$ cat src/rtl/axi_mwrite_pkg.sv
`default_nettype none
// ============================================================================
//  Module      : axi_mwrite_pkg
//  Description : Shared definitions for the byte-granular AXI4 write master.
//                Holds the controller state encodings and the AXI constants
//                used by the top level and the strobe generator.
//  Revision    : 1.0 - initial release
// ============================================================================
package axi_mwrite_pkg;

    // Controller states, two bits wide.
    typedef logic [1:0] state_t;

    localparam state_t ST_IDLE = 2'd0;
    localparam state_t ST_ADDR = 2'd1;
    localparam state_t ST_DATA = 2'd2;
    localparam state_t ST_RESP = 2'd3;

    localparam logic [1:0] AXI_BURST_INCR = 2'b01;
    localparam logic [1:0] AXI_RESP_OKAY  = 2'b00;

    // A burst may never cross this address boundary.
    localparam int unsigned PAGE_BYTES = 4096;

endpackage
`default_nettype wire

$ cat src/rtl/axi_wstrb_gen.sv
`default_nettype none
// ============================================================================
//  Module      : axi_wstrb_gen
//  Description : Combinational write-strobe generator. Trims the first beat
//                of a transfer below its start lane and the last beat above
//                its end lane; a single-beat transfer gets both trims and
//                every other beat is fully enabled.
//  Ports       : i_start_lane - byte lane of the first byte of the transfer
//                i_end_lane   - byte lane of the last byte of the transfer
//                i_first      - current beat is the first of the transfer
//                i_last       - current beat is the last of the transfer
//                o_w_strb     - byte enables for the current beat
//  Revision    : 1.0 - initial release
// ============================================================================
module axi_wstrb_gen
    import axi_mwrite_pkg::*;
#(
    parameter  int D_POWER = 3,
    localparam int B_WIDTH = 1 << D_POWER
) (
    input  logic [D_POWER-1:0] i_start_lane,
    input  logic [D_POWER-1:0] i_end_lane,
    input  logic               i_first,
    input  logic               i_last,
    output logic [B_WIDTH-1:0] o_w_strb
);

    localparam logic [B_WIDTH-1:0] c_ONES     = '1;
    localparam logic [D_POWER-1:0] c_TOP_LANE = '1;

    logic [B_WIDTH-1:0] w_lo_mask;
    logic [B_WIDTH-1:0] w_hi_mask;

    // Lanes at or above the start lane.
    assign w_lo_mask = c_ONES << i_start_lane;
    // Lanes at or below the end lane.
    assign w_hi_mask = c_ONES >> (c_TOP_LANE - i_end_lane);

    assign o_w_strb = (i_first ? w_lo_mask : c_ONES) & (i_last ? w_hi_mask : c_ONES);

endmodule
`default_nettype wire

$ cat src/rtl/axi_mwrite_unaligned.sv
`default_nettype none
// ============================================================================
//  Module      : axi_mwrite_unaligned
//  Description : AXI4 write-channel master for byte-granular transfers. Takes
//                a byte start address and byte count, splits the transfer into
//                INCR bursts limited by the maximum burst length and by 4 KB
//                pages, gates the lane-aligned user stream onto W with per-beat
//                strobes and collects the B responses (sticky error flag).
//  Ports       : sys_clock, async_reset (active low, asynchronous)
//                i_addr/i_len/i_req      - request, accepted in IDLE only
//                or_busy/o_done/o_err    - request status
//                i_data/i_valid/o_ready  - user write stream
//                o_aw_*/i_aw_ready       - AXI write address channel
//                o_w_*/i_w_ready         - AXI write data channel
//                i_b_resp/i_b_valid/o_b_ready - AXI write response channel
//  Revision    : 1.0 - initial release
// ============================================================================
module axi_mwrite_unaligned
    import axi_mwrite_pkg::*;
#(
    parameter  int D_POWER       = 3,
    parameter  int MAX_BURST_LOG = 8,
    localparam int D_WIDTH       = 8 * (1 << D_POWER),
    localparam int B_WIDTH       = 1 << D_POWER
) (
    input  logic               sys_clock,
    input  logic               async_reset,
    input  logic [31:0]        i_addr,
    input  logic [31:0]        i_len,
    input  logic               i_req,
    output logic               or_busy,
    output logic               o_done,
    output logic               o_err,
    input  logic [D_WIDTH-1:0] i_data,
    input  logic               i_valid,
    output logic               o_ready,
    output logic [31:0]        o_aw_addr,
    output logic [7:0]         o_aw_len,
    output logic [2:0]         o_aw_size,
    output logic [1:0]         o_aw_burst,
    output logic               o_aw_valid,
    input  logic               i_aw_ready,
    output logic [D_WIDTH-1:0] o_w_data,
    output logic [B_WIDTH-1:0] o_w_strb,
    output logic               o_w_last,
    output logic               o_w_valid,
    input  logic               i_w_ready,
    input  logic [1:0]         i_b_resp,
    input  logic               i_b_valid,
    output logic               o_b_ready
);

    localparam logic [31:0] c_PAGE_BEATS = 32'(PAGE_BYTES >> D_POWER);
    localparam logic [31:0] c_MAX_BEATS  = 32'd1 << MAX_BURST_LOG;

    // Beats in the next burst: limited by what is left, the burst cap and
    // the distance to the next page boundary.
    function automatic logic [31:0] f_burst_beats(input logic [31:0] idx,
                                                  input logic [31:0] rem);
        logic [31:0] w_to_page;
        logic [31:0] w_lim;
        w_to_page = c_PAGE_BEATS - (idx & (c_PAGE_BEATS - 32'd1));
        w_lim     = (w_to_page < c_MAX_BEATS) ? w_to_page : c_MAX_BEATS;
        return (rem < w_lim) ? rem : w_lim;
    endfunction

    state_t              r_state;
    state_t              w_state_nxt;
    logic [31:0]         r_beat_idx;     // beat index of the next burst
    logic [31:0]         r_remaining;    // beats not yet assigned to a burst
    logic [D_POWER-1:0]  r_start_lane;
    logic [D_POWER-1:0]  r_end_lane;
    logic                r_first;        // next W beat is the first of the transfer
    logic [7:0]          r_beat_cnt;     // beats left in the current burst, minus 1
    logic [31:0]         r_aw_addr;
    logic [7:0]          r_aw_len;
    logic                r_aw_valid;
    logic                r_b_ready;
    logic                r_busy;
    logic                r_done;
    logic                r_err;

    logic [31:0]         w_end;
    logic [31:0]         w_req_beat;
    logic [31:0]         w_req_total;
    logic                w_accept;
    logic                w_aw_hs;
    logic                w_w_hs;
    logic                w_b_hs;
    logic                w_burst_last;
    logic                w_xfer_last;
    logic [31:0]         w_sel_idx;
    logic [31:0]         w_sel_rem;
    logic [31:0]         w_burst;

    assign w_end        = i_addr + i_len - 32'd1;
    assign w_req_beat   = i_addr >> D_POWER;
    assign w_req_total  = (w_end >> D_POWER) - w_req_beat + 32'd1;
    // While r_busy is high in IDLE a zero-length request is being closed out.
    assign w_accept     = (r_state == ST_IDLE) && i_req && !r_busy;
    assign w_aw_hs      = r_aw_valid && i_aw_ready;
    assign w_w_hs       = (r_state == ST_DATA) && i_valid && i_w_ready;
    assign w_b_hs       = i_b_valid && r_b_ready;
    assign w_burst_last = (r_beat_cnt == 8'd0);
    // r_remaining is already reduced by the current burst, so zero here
    // means this burst finishes the transfer.
    assign w_xfer_last  = w_burst_last && (r_remaining == 32'd0);

    // A burst is sized either from the fresh request or from the running
    // position after a response.
    assign w_sel_idx = (r_state == ST_IDLE) ? w_req_beat  : r_beat_idx;
    assign w_sel_rem = (r_state == ST_IDLE) ? w_req_total : r_remaining;
    assign w_burst   = f_burst_beats(w_sel_idx, w_sel_rem);

    always_ff @(posedge sys_clock or negedge async_reset) begin
        if (!async_reset) begin
            r_state <= ST_IDLE;
        end else begin
            r_state <= w_state_nxt;
        end
    end

    always_comb begin
        w_state_nxt = r_state;
        case (r_state)
            ST_IDLE: if (w_accept && (i_len != 32'd0)) w_state_nxt = ST_ADDR;
            ST_ADDR: if (w_aw_hs) w_state_nxt = ST_DATA;
            ST_DATA: if (w_w_hs && w_burst_last) w_state_nxt = ST_RESP;
            ST_RESP: if (w_b_hs) w_state_nxt = (r_remaining == 32'd0) ? ST_IDLE : ST_ADDR;
            default: w_state_nxt = ST_IDLE;
        endcase
    end

    always_ff @(posedge sys_clock or negedge async_reset) begin
        if (!async_reset) begin
            r_beat_idx   <= '0;
            r_remaining  <= '0;
            r_start_lane <= '0;
            r_end_lane   <= '0;
            r_first      <= 1'b0;
            r_beat_cnt   <= '0;
            r_aw_addr    <= '0;
            r_aw_len     <= '0;
            r_aw_valid   <= 1'b0;
            r_b_ready    <= 1'b0;
            r_busy       <= 1'b0;
            r_done       <= 1'b0;
            r_err        <= 1'b0;
        end else begin
            r_done <= 1'b0;
            case (r_state)
                ST_IDLE: begin
                    if (r_busy) begin
                        r_busy <= 1'b0;
                        r_done <= 1'b1;
                    end else if (i_req) begin
                        r_busy       <= 1'b1;
                        r_err        <= 1'b0;
                        r_first      <= 1'b1;
                        r_start_lane <= i_addr[D_POWER-1:0];
                        r_end_lane   <= w_end[D_POWER-1:0];
                        if (i_len != 32'd0) begin
                            r_aw_addr   <= w_sel_idx << D_POWER;
                            r_aw_len    <= 8'(w_burst - 32'd1);
                            r_aw_valid  <= 1'b1;
                            r_beat_idx  <= w_sel_idx + w_burst;
                            r_remaining <= w_sel_rem - w_burst;
                        end
                    end
                end
                ST_ADDR: begin
                    if (w_aw_hs) begin
                        r_aw_valid <= 1'b0;
                        r_beat_cnt <= r_aw_len;
                    end
                end
                ST_DATA: begin
                    if (w_w_hs) begin
                        r_first <= 1'b0;
                        if (w_burst_last) begin
                            r_b_ready <= 1'b1;
                        end else begin
                            r_beat_cnt <= r_beat_cnt - 8'd1;
                        end
                    end
                end
                ST_RESP: begin
                    if (w_b_hs) begin
                        r_b_ready <= 1'b0;
                        if (i_b_resp != AXI_RESP_OKAY) begin
                            r_err <= 1'b1;
                        end
                        if (r_remaining == 32'd0) begin
                            r_busy <= 1'b0;
                            r_done <= 1'b1;
                        end else begin
                            r_aw_addr   <= w_sel_idx << D_POWER;
                            r_aw_len    <= 8'(w_burst - 32'd1);
                            r_aw_valid  <= 1'b1;
                            r_beat_idx  <= w_sel_idx + w_burst;
                            r_remaining <= w_sel_rem - w_burst;
                        end
                    end
                end
                default: ;
            endcase
        end
    end

    axi_wstrb_gen #(
        .D_POWER      (D_POWER)
    ) u_wstrb_gen (
        .i_start_lane (r_start_lane),
        .i_end_lane   (r_end_lane),
        .i_first      (r_first),
        .i_last       (w_xfer_last),
        .o_w_strb     (o_w_strb)
    );

    assign or_busy    = r_busy;
    assign o_done     = r_done;
    assign o_err      = r_err;
    assign o_aw_addr  = r_aw_addr;
    assign o_aw_len   = r_aw_len;
    assign o_aw_size  = 3'(D_POWER);
    assign o_aw_burst = AXI_BURST_INCR;
    assign o_aw_valid = r_aw_valid;
    assign o_w_data   = i_data;
    assign o_w_last   = (r_state == ST_DATA) && w_burst_last;
    assign o_w_valid  = (r_state == ST_DATA) && i_valid;
    assign o_ready    = (r_state == ST_DATA) && i_w_ready;
    assign o_b_ready  = r_b_ready;

endmodule
`default_nettype wire

$ cat config.mk
export PLATFORM = sky130hd
export DESIGN_NAME = axi_mwrite_unaligned
export DESIGN_NICKNAME = d
export VERILOG_FILES = /design/src/rtl/axi_mwrite_pkg.sv /design/src/rtl/axi_wstrb_gen.sv /design/src/rtl/axi_mwrite_unaligned.sv
export SDC_FILE = /design/constraint.sdc
export NUM_CORES = 1
export LEC_CHECK = 0
export CAP_MARGIN = 15
export CORE_MARGIN = 2
export CORE_UTILIZATION = 43
export DETAILED_ROUTE_END_ITERATION = 12
export PLACE_DENSITY_LB_ADDON = 0.12
export SYNTH_ARGS = -nofsm -noshare
export SYNTH_HDL_FRONTEND = slang
export SYNTH_SLANG_ARGS = --single-unit
$ cat constraint.sdc
create_clock -name sys_clock -period 7.2 [get_ports sys_clock]
set_input_delay 1.44 -clock sys_clock [delete_from_list [all_inputs] [get_ports sys_clock]]
set_output_delay 1.44 -clock sys_clock [all_outputs]
set_load 0.05 [all_outputs]
==> results.yml, run 1 <==
run_status:
  outcome: "finished with violations"
  failed_checks: "setup timing"
grt:
  overflow: 0
  grt_pass1_vias: 15100
  grt_max_degree: 66
  met2_usage: 0.479
  grt_pass1_wl_mm: 76.5
  track_usage: 0.282
  grt_antenna_before_repair: 0
  met1_usage: 0.359
  use_met3: 0.0425
  grt.busiest_layer: "met2"
sta:
  finalSetupViolations: 69
  min_period_ns: 10.19
  finClkSkew_ns: 0.0136
  holdWs_ns: 0.472
  worst_slack_ns: -2.99
  slew_headroom: 0.251
  drv_slew: 0
  period_share: 1.42
  fmax_mhz: 98.1
  tightest_slew_ns: 1.11
  hold_viol: 0
  finalSetupTns_ns: -165.54
  rsz0062_at_grt: "yes"
synthesis:
  yosys_most_used_dff: "dfrtp_1"
  async_flop_share: 1.00
  netlist_instances: 1868
  ys_seq_area_frac: 0.211
  syn-cell-area_um2: 14200
  ys_seq_elements: 120
  synthesis.yosys.warnings: 0
  synth_top_area_share: 0.211
  yosysUniqueCellTypes: 105
  synth_common_cells: "240 x nand2_1, 192 x inv_1, 143 x ha_1"
  ys_top_cells_by_area: "dfrtp_1 21%, ha_1 13%, nand2_1 6.3%"
  synth.largest_area_cell: "dfrtp_1"
  syn_avg_cell_area_um2: 7.61
  synth-edff-count: 0
  yosysMostFrequentCell: "nand2_1"
route:
  drc: 0
  first_pass_iters: 5
  antenna_left: 0
  drt_iter0_markers: 790
  wl_per_cell_um: 16.9
  vias_per_cell: 5.26
  via_count: 15100
  wirelength_mm: 48.4
worst_setup_path:
  cpMostUsedCell: "a21oi_2"
  endpoint_kind: "register"
  slowest_delay_ns: 0.52
  crit_path_start: "i_addr[1]"
  critPathArrivalTime_ns: 10.53
  crit_path_start_kind: "primary input"
  r2r_start: "r_state[0]$_DFFE_PN0P_"
  cp_max_fo: 8
  slowest_stage: "or4_4"
  rr_worst_depth: 38
  crit_type: "in -> reg"
  required_ns: 7.54
min_path:
  min-delay-start: "o_aw_addr[24]$_DFFE_PN0P_"
  hold_depth: 2
  worstHoldPathType: "reg -> reg"
pwr:
  peakVddDrop_uv: 159
  p_total_uw: 3990
  cellLeakagePower_uw: 0.0103
  power_density_nw_per_um2: 186
clock_network:
  clk_latency_ns: 0.45
  clockBufferDepth: 2
  cts.reportedPaths.clkPinSlew_ns: 0.06
  cts_sinks: 120
  cts_tree: "yes"
  htreeDepth: 4
  cts-root-buf: "clkbuf_16"
  cts_buffers: 17
die:
  rows: 66
  dieArea_um2: 34500
  chipWidth_um: 186
  boundaryPins: 262
  core_um2: 32500
  fp.dieH_um: 186
  initial_core_util: 0.437
layout:
  fill_cells: 2832
  seq_area_um2: 3000
  syn_to_final_growth_pct: 50.8
  diodes: 0
  drive_gt1_frac: 0.362
  multi_input_area_um2: 11200
  final_cells: 2874
  nets: 2703
  final_cell_area_um2: 21400
place:
  place_area_um2: 19000
  hpwl_mm: 37.4
  io_buffers: 125
  gp_congestion: 0.908
  place_inst: 2766
flow_run:
  max_cap_violations: 0
kinds of logic (layout without fill, tap and decap cells):
family / count (synthesis) / count (layout) / share of synthesized area
compound gates: 475 / 475 / 0.216
buf+inv: 324 / 863 / 0.112
flops: 120 / 120 / 0.211
xor+xnor: 117 / 117 / 0.0721
mux: 47 / 47 / 0.0361
fa+ha+maj: 147 / 147 / 0.132
simple gates: 636 / 636 / 0.220
other cells: 2 / 27 / 0.000529
cell type report:
type                       count  area share
timing repair buffer         639       0.246
multi-input combinational   1449       0.524
inverter                     192      0.0349
tap                          442      0.0258
clock buffer                  25      0.0241
clock inverter                 7     0.00526
sequential                   120       0.140
per-stage QoR:
stage | utilization | setup slack [ns]
floorplan | - | -3.01
global placement | 0.583 | -3.96
detailed placement | 0.583 | -4.31
CTS | 0.638 | -2.96
global route | 0.659 | -3.56
finish | 0.659 | -2.99
sequential cells by signal (all words and copies together) (netlist names), 2 cells and up:
signal        count
r_remaining      32
o_aw_addr        29
r_beat_idx       29
o_aw_len          8
r_beat_cnt        8
r_end_lane        3
r_start_lane      3
r_state           2
path summary, 6_finish.rpt:
check | end | slack [ns]
max | r_beat_idx[28]$_DFFE_PN0P_ | -2.99
min | o_aw_addr[24]$_DFFE_PN0P_ | 0.47
max reg2reg | r_beat_idx[28]$_DFFE_PN0P_ | -0.29
min reg2reg | o_aw_addr[24]$_DFFE_PN0P_ | 0.47
max in group asynchronous | r_beat_idx[24]$_DFFE_PN0P_ | 4.77
min in group asynchronous | r_start_lane[2]$_DFFE_PN0P_ | 1.08
critical path, delay by kind of cell:
family	cells	cell delay [ns]
adder cells (fa/ha/maj)	5	1.26
buffers and inverters	6	0.56
AND/OR/NAND/NOR	12	2.41
AO/OA/AOI/OAI	27	4.82
per-layer routing:
layer	wire length [um]	part of all wire	vias up
li1	-	-	7549
met1	21800	0.45	7203
met2	22800	0.47	303
met3	1990	0.041	70
met4	1850	0.038	0
met5	0	0	-
report_power, final:
group	internal (uW)	total, uW	switching, uW
combinational	1220	2380	1160
sequential	675	676	0.614
clock	598	933	335
what timing repair did:
action / 4_1_cts / 5_1_grt
hold buffers: 0 / 0
buffers inserted: 79 / 28
endpoints found under the setup margin: 69 / 69
gates resized for setup: 204 / 146
pin swaps: 160 / 112
gates cloned: 0 / 0
cells in the final DEF, fill, tap and decap left out, types with 60 or more instances in the layout:
cell type          n
o21ai_1           60
buf_4            475
a21oi_1           89
inv_1            170
clkdlybuf4s50_1  110
ha_1             121
xnor2_1           64
dfrtp_1          120
o21ai_0           60
nand2_1          225
nor2_1           108
No activity file was read; power rests on OpenSTA's default activity.
==> inputs of run 2 (changes only) <==
--- a/config.mk
+++ b/config.mk
@@ -9,6 +9,7 @@
 export CORE_MARGIN = 2
 export CORE_UTILIZATION = 43
 export DETAILED_ROUTE_END_ITERATION = 12
+export HOLD_SLACK_MARGIN = 0.08
 export PLACE_DENSITY_LB_ADDON = 0.12
 export SYNTH_ARGS = -nofsm -noshare
 export SYNTH_HDL_FRONTEND = slang
==> results of run 2 <==
The final DEF is identical to that of run 1; final timing and power are the same.
==> inputs of run 3 (changes only) <==
--- a/config.mk
+++ b/config.mk
@@ -8,6 +8,7 @@
 export CAP_MARGIN = 15
 export CORE_MARGIN = 2
 export CORE_UTILIZATION = 43
+export CTS_CLUSTER_SIZE = 24
 export DETAILED_ROUTE_END_ITERATION = 12
 export HOLD_SLACK_MARGIN = 0.08
 export PLACE_DENSITY_LB_ADDON = 0.12
==> results of run 3 <==
The final DEF is identical to that of run 1; final timing and power are the same.
